[src/rtl/iq_issue_ctrl.sv]
// iq_issue_ctrl: in-order dual-issue controller for the IR-stage instruction queue.
// Each cycle it looks at the two oldest queue entries and pops 0, 1 or 2 of them.
// Entry 1 only goes out alongside entry 0, and only when:
//   - there is no RAW dependence on entry 0's destination, and
//   - the two entries do not compete for a single-instance unit.
// A flush blanks issue for FLUSH_CYCLES cycles, and each new flush restarts that window.
// Ports:
//   clk_i, rst_i      : clock, async active-high reset
//   flush_i           : pipeline flush request
//   head_valid_i      : valid bit per head entry (entry 0 oldest)
//   head_unit_i       : functional-unit class per entry
//   head_rd_i/rs1/rs2 : register indices per entry
//   head_rd_we_i      : entry writes rd
//   issue_ready_i     : downstream lane can accept
//   read_head_o       : pop strobe / issue-valid per lane (combinational)
//   iq_flush_o        : flush_i delayed one cycle, to the queue
//   state_o           : 0=INIT, 1=RUN, 2=FLUSH
//   stall_cnt_o       : saturating count of RUN cycles with a valid head and no pop
//   dual_cnt_o        : saturating count of dual-issue cycles
//
// state | meaning
// INIT  | one cycle after reset, no issue
// RUN   | normal issue
// FLUSH | blackout after a flush, no issue
module iq_issue_ctrl #(
    parameter int TYPE_W = 4,
    parameter int REG_W = 5,
    parameter logic [(1<<TYPE_W)-1:0] SINGLE_UNIT_MASK = 16'h0030,
    parameter int FLUSH_CYCLES = 2
) (
    input  logic                clk_i,
    input  logic                rst_i,
    input  logic                flush_i,
    input  logic [1:0]          head_valid_i,
    input  logic [2*TYPE_W-1:0] head_unit_i,
    input  logic [2*REG_W-1:0]  head_rd_i,
    input  logic [2*REG_W-1:0]  head_rs1_i,
    input  logic [2*REG_W-1:0]  head_rs2_i,
    input  logic [1:0]          head_rd_we_i,
    input  logic [1:0]          issue_ready_i,
    output logic [1:0]          read_head_o,
    output logic                iq_flush_o,
    output logic [1:0]          state_o,
    output logic [15:0]         stall_cnt_o,
    output logic [15:0]         dual_cnt_o
);

    localparam int CNT_W = (FLUSH_CYCLES > 1) ? $clog2(FLUSH_CYCLES) : 1;

    typedef enum logic [1:0] {
        ST_INIT  = 2'd0,
        ST_RUN   = 2'd1,
        ST_FLUSH = 2'd2
    } state_t;

    state_t           state_q, state_d;
    logic [CNT_W-1:0] fcnt_q, fcnt_d;
    logic             iq_flush_q;
    logic [15:0]      stall_q, stall_d;
    logic [15:0]      dual_q, dual_d;

    logic [TYPE_W-1:0] unit0, unit1;
    logic [REG_W-1:0]  rd0, rs1_1, rs2_1;
    logic              raw_hazard, unit_conflict;
    logic              lane0_go, lane1_go;

    // Entry 0's sources and entry 1's destination never affect pairing decisions.
    logic unused_fields;
    assign unused_fields = ^{head_rd_i[2*REG_W-1:REG_W], head_rs1_i[REG_W-1:0],
                             head_rs2_i[REG_W-1:0], head_rd_we_i[1]};

    assign unit0 = head_unit_i[TYPE_W-1:0];
    assign unit1 = head_unit_i[2*TYPE_W-1:TYPE_W];
    assign rd0   = head_rd_i[REG_W-1:0];
    assign rs1_1 = head_rs1_i[2*REG_W-1:REG_W];
    assign rs2_1 = head_rs2_i[2*REG_W-1:REG_W];

    // x0 is hardwired zero, so writing it creates no dependence.
    assign raw_hazard = head_rd_we_i[0] && (rd0 != '0) && ((rs1_1 == rd0) || (rs2_1 == rd0));
    assign unit_conflict = (unit0 == unit1) && SINGLE_UNIT_MASK[unit0];

    // State register
    always_ff @(posedge clk_i or posedge rst_i) begin
        if (rst_i) begin
            state_q <= ST_INIT;
            fcnt_q  <= '0;
        end else begin
            state_q <= state_d;
            fcnt_q  <= fcnt_d;
        end
    end

    // Next-state logic
    always_comb begin
        state_d = state_q;
        fcnt_d  = fcnt_q;
        if (flush_i) begin
            state_d = ST_FLUSH;
            fcnt_d  = CNT_W'(FLUSH_CYCLES - 1);
        end else begin
            case (state_q)
                ST_INIT: state_d = ST_RUN;
                ST_RUN:  state_d = ST_RUN;
                ST_FLUSH: begin
                    if (fcnt_q == '0) state_d = ST_RUN;
                    else              fcnt_d  = fcnt_q - CNT_W'(1);
                end
                default: state_d = ST_INIT;
            endcase
        end
    end

    // Output logic
    always_comb begin
        lane0_go = 1'b0;
        lane1_go = 1'b0;
        if (state_q == ST_RUN && !flush_i) begin
            lane0_go = head_valid_i[0] && issue_ready_i[0];
            lane1_go = lane0_go && head_valid_i[1] && issue_ready_i[1]
                       && !raw_hazard && !unit_conflict;
        end
    end

    assign read_head_o = {lane1_go, lane0_go};

    always_comb begin
        stall_d = stall_q;
        dual_d  = dual_q;
        if (state_q == ST_RUN && head_valid_i[0] && !lane0_go && stall_q != 16'hFFFF)
            stall_d = stall_q + 16'd1;
        if (lane1_go && dual_q != 16'hFFFF)
            dual_d = dual_q + 16'd1;
    end

    always_ff @(posedge clk_i or posedge rst_i) begin
        if (rst_i) begin
            iq_flush_q <= 1'b0;
            stall_q    <= '0;
            dual_q     <= '0;
        end else begin
            iq_flush_q <= flush_i;
            stall_q    <= stall_d;
            dual_q     <= dual_d;
        end
    end

    assign iq_flush_o  = iq_flush_q;
    assign state_o     = state_q;
    assign stall_cnt_o = stall_q;
    assign dual_cnt_o  = dual_q;

endmodule

[config.mk]
export PLATFORM = sky130hd
export DESIGN_NAME = iq_issue_ctrl
export DESIGN_NICKNAME = d
export VERILOG_FILES = /design/src/rtl/iq_issue_ctrl.sv
export SDC_FILE = /design/constraint.sdc
export NUM_CORES = 1
export LEC_CHECK = 0
export ABC_AREA = 1
export CAP_MARGIN = 20
export CORE_UTILIZATION = 35
export DETAILED_ROUTE_END_ITERATION = 8
export GPL_TIMING_DRIVEN = 1
export PLACE_DENSITY = 0.66
export SYNTH_ARGS = -nofsm -noshare
export SYNTH_HDL_FRONTEND = slang
export SYNTH_SLANG_ARGS = --single-unit
[constraint.sdc]
create_clock -name clk_i -period 2.05 [get_ports clk_i]
set_input_delay 0.41 -clock clk_i [delete_from_list [all_inputs] [get_ports clk_i]]
set_output_delay 0.41 -clock clk_i [all_outputs]
set_load 0.05 [all_outputs]
==> flow_metrics.tcl <==
set metrics [dict create \
    fin_cells 493 \
    core_area_um2 6420 \
    worstMarginPinSlew_ps 512 \
    rsz0062_at_grt "true" \
    post-route-period-util 0.992 \
    p_sw_frac 0.357 \
    finClkSkew_ps 4.82 \
    arrival_ps 1620 \
    final_antenna_net_count 0 \
    fmax_ghz 0.492 \
    placementRows 29 \
    syn_area_um2 2360 \
    tritoncts "done" \
    power.net_switching_mw 0.775 \
    syn_avg_cell_area_um2 7.05 \
    p_leak_nw 1.67 \
    cpMaxStageDelayCell "clkdlybuf4s50_1" \
    antenna_found_initial 0 \
    vias 2342 \
    cts_root_buf "clkbuf_8" \
    die_w_um 84.1 \
    track_usage 0.173 \
    r2r_setup_slack_ps 270 \
    syn_to_final_growth_pct 42.4 \
    crit_path_end_kind "output pin" \
    reg2reg_depth 10 \
    setup_viol 0 \
    violations "design-rule violations" \
    fin_crit_ps 2030 \
    crit_type "input pin to output pin" \
    path_cells "clkdlybuf4s50_1 > inv_1 > nand2_1 > nor2_2 > nand3_2 > nor2_4 > a21boi_4 > buf_12" \
    drv_cap 0 \
    htree_levels 2 \
    slew_violations 0 \
    worst_ep_required_time_ps 1640 \
    avgRoutedWirePerCell_um 11.2 \
    dr.first_iter.drc_count 170 \
    seqPwrFrac 0.403 \
    fp.dieArea_um2 7080 \
    p_per_area_nw_per_um2 646 \
    synth_compound_area_frac 0.0223 \
    netlist_top_cells_area "dfrtp_1 (38%), nand2_1 (20%), nor2_1 (6.5%)" \
    ir_drop_mv 0.372 \
    via_per_inst 4.75 \
    drcViolationCount 8 \
    synthAdderAreaFrac 0.0106 \
    synth.top_cell.area_share 0.382 \
    p_int_mw 1.40 \
    p_comb_frac 0.311 \
    nets 464 \
    path_max_fanout 2 \
    max-slew-margin-rel 0.657 \
    finalWirelength_um 5500 \
    synth_xor_area_frac 0.0927 \
    drtPass1Iterations 6 \
    placedCellCount 484 \
    startpoint_type "input pin" \
    cts_buffers 5 \
    clk_latency_ps 290 \
    synth_warnings 0 \
    grt_pass1_vias 2224 \
    syn-num-nets 384 \
    muxShareOfSynthArea 0 \
    whs_path_depth 1 \
    overflow 0 \
    ys_seq_area_frac 0.382 \
    drive_gt1_frac 0.106 \
    numPortBuffers 67 \
    hold_class "register to register" \
    hold_viol 0 \
    grt_first_pass_wirelength_um 10000 \
    fin_ws_ps 17.2 \
    synth_simple_gate_area_frac 0.408 \
    dp_hpwl_um 4150 \
    ys_ff_latch 36 \
    clk_path_buf_depth 2 \
    ios 84 \
    cts.clk_slew.worst_paths_ps 70 \
    cts.sinks 36 \
    p_clk_frac 0.286 \
    antenna_cells 0 \
    outcome "finished, violations left" \
    postCtsHoldBufs 0 \
    synth_cells 335 \
    die_h_um 84.1 \
    holdWs_ps 470 \
    initial_core_util 0.368 \
    max_stage_delay_ps 410 \
    final.setup.tns_ps 0 \
    gp_congestion 0.831 \
    ys_types 25 \
    synth_top_family_by_area "simple AND/OR/NAND/NOR gates" \
    dp_slack_ps -149 \
    grt_max_degree 37 \
    yosysTopAreaCell "dfrtp_1" \
]
[worst max-delay path: cells and delay by family]
kind	cells	cell delay [ps]
simple gates	4	370
buf+inv	3	640
compound gates	1	200
[path summary, 6_finish.rpt]
| kind | from | to |
|---|---|---|
| min | state_o[1] | state_o[0] |
| max | flush_i | read_head_o[1] |
| min in group asynchronous | rst_i | stall_cnt_o[13] |
| max in group asynchronous | rst_i | state_o[1] |
| min reg2reg | state_o[1] | state_o[0] |
| max reg2reg | state_o[0] | stall_cnt_o[2] |
[cell type report]
class                   instances  area [um2]
clock inverters                 2        35.0
clock buffers                   6        72.6
inverters                      36         138
multi-input cells             255        1290
repair buffers                 81         827
well taps                      77        96.3
flip-flops and latches         36         903
fillers                       635        3060
[power groups by stage]
stage | Clock [mW] | Sequential, mW | Combinational [mW]
floorplan | 0 | 1.12 | 0.180
global placement | 0 | 0.889 | 0.669
detailed placement | 0 | 0.890 | 0.679
CTS | 0.644 | 0.878 | 0.682
global route | 0.676 | 0.890 | 0.729
finish | 0.622 | 0.875 | 0.676
[cell usage after synthesis]
cell type and number:
nor2_1 41, buf_6 3, xor2_1 14, and2_1 1
inv_2 1, a21boi_0 1, inv_1 35, nand2_1 125
nand4_4 1, dfrtp_1 36, o21ai_0 5, o21ai_1 3
nand3_4 1, nand3b_1 3, ha_1 2, nor3_1 3
nand2_2 2, buf_4 3, nand3_1 18, xnor2_1 11
a21oi_1 1, nor2_2 3, nor2_4 2, nand4_1 18
buf_2 2
[cells in the final DEF (no fill, tap or decap), types with 5 or more instances in the layout]
cell type	instances
nand2_1	124
clkdlybuf4s50_1	54
nor2_1	40
inv_1	34
dfrtp_1	34
nand4_1	18
nand3_1	16
xor2_1	14
buf_4	14
xnor2_1	11
dlymetal6s2s_1	6
clkbuf_8	5
[per-layer routing]
layer  track usage  vias to the layer above  share of wire  routed length [um]
li1              -                     1210              -                   -
met1         0.226                     1075           0.47                2560
met2         0.290                       52           0.49                2690
met3        0.0265                        5          0.038                 209
met4        0.0627                        0         0.0069                  38
met5             0                        -              0                   0
[cells by family after synthesis]
kind of cell,Yosys count
AND/OR/NAND/NOR,218
buffers and inverters,44
flip-flops,36
XOR/XNOR,25
AO/OA/AOI/OAI,10
adder cells (fa/ha/maj),2
[metrics by stage]
stage | area (um2) | power [mW] | utilization
floorplan | 2360 | 1.30 | -
global placement | 3200 | 1.56 | 0.499
detailed placement | 3200 | 1.57 | 0.499
CTS | 3340 | 2.21 | 0.520
global route | 3360 | 2.30 | 0.523
finish | 3360 | 2.17 | 0.523
[repair_timing]
action / in CTS / in global routing
endpoints found under the setup margin: 1 / 8
setup buffers: 2 / 0
pin swaps: 5 / 2
gates resized for setup: 10 / 10
[flip-flops by register name, indices dropped and copies added (netlist names)]
signal and cells:
stall_cnt_o 16, state_o 2, dual_cnt_o 16, iq_flush_o 1
fcnt_q 1
No activity file was read; power rests on OpenSTA's default activity.
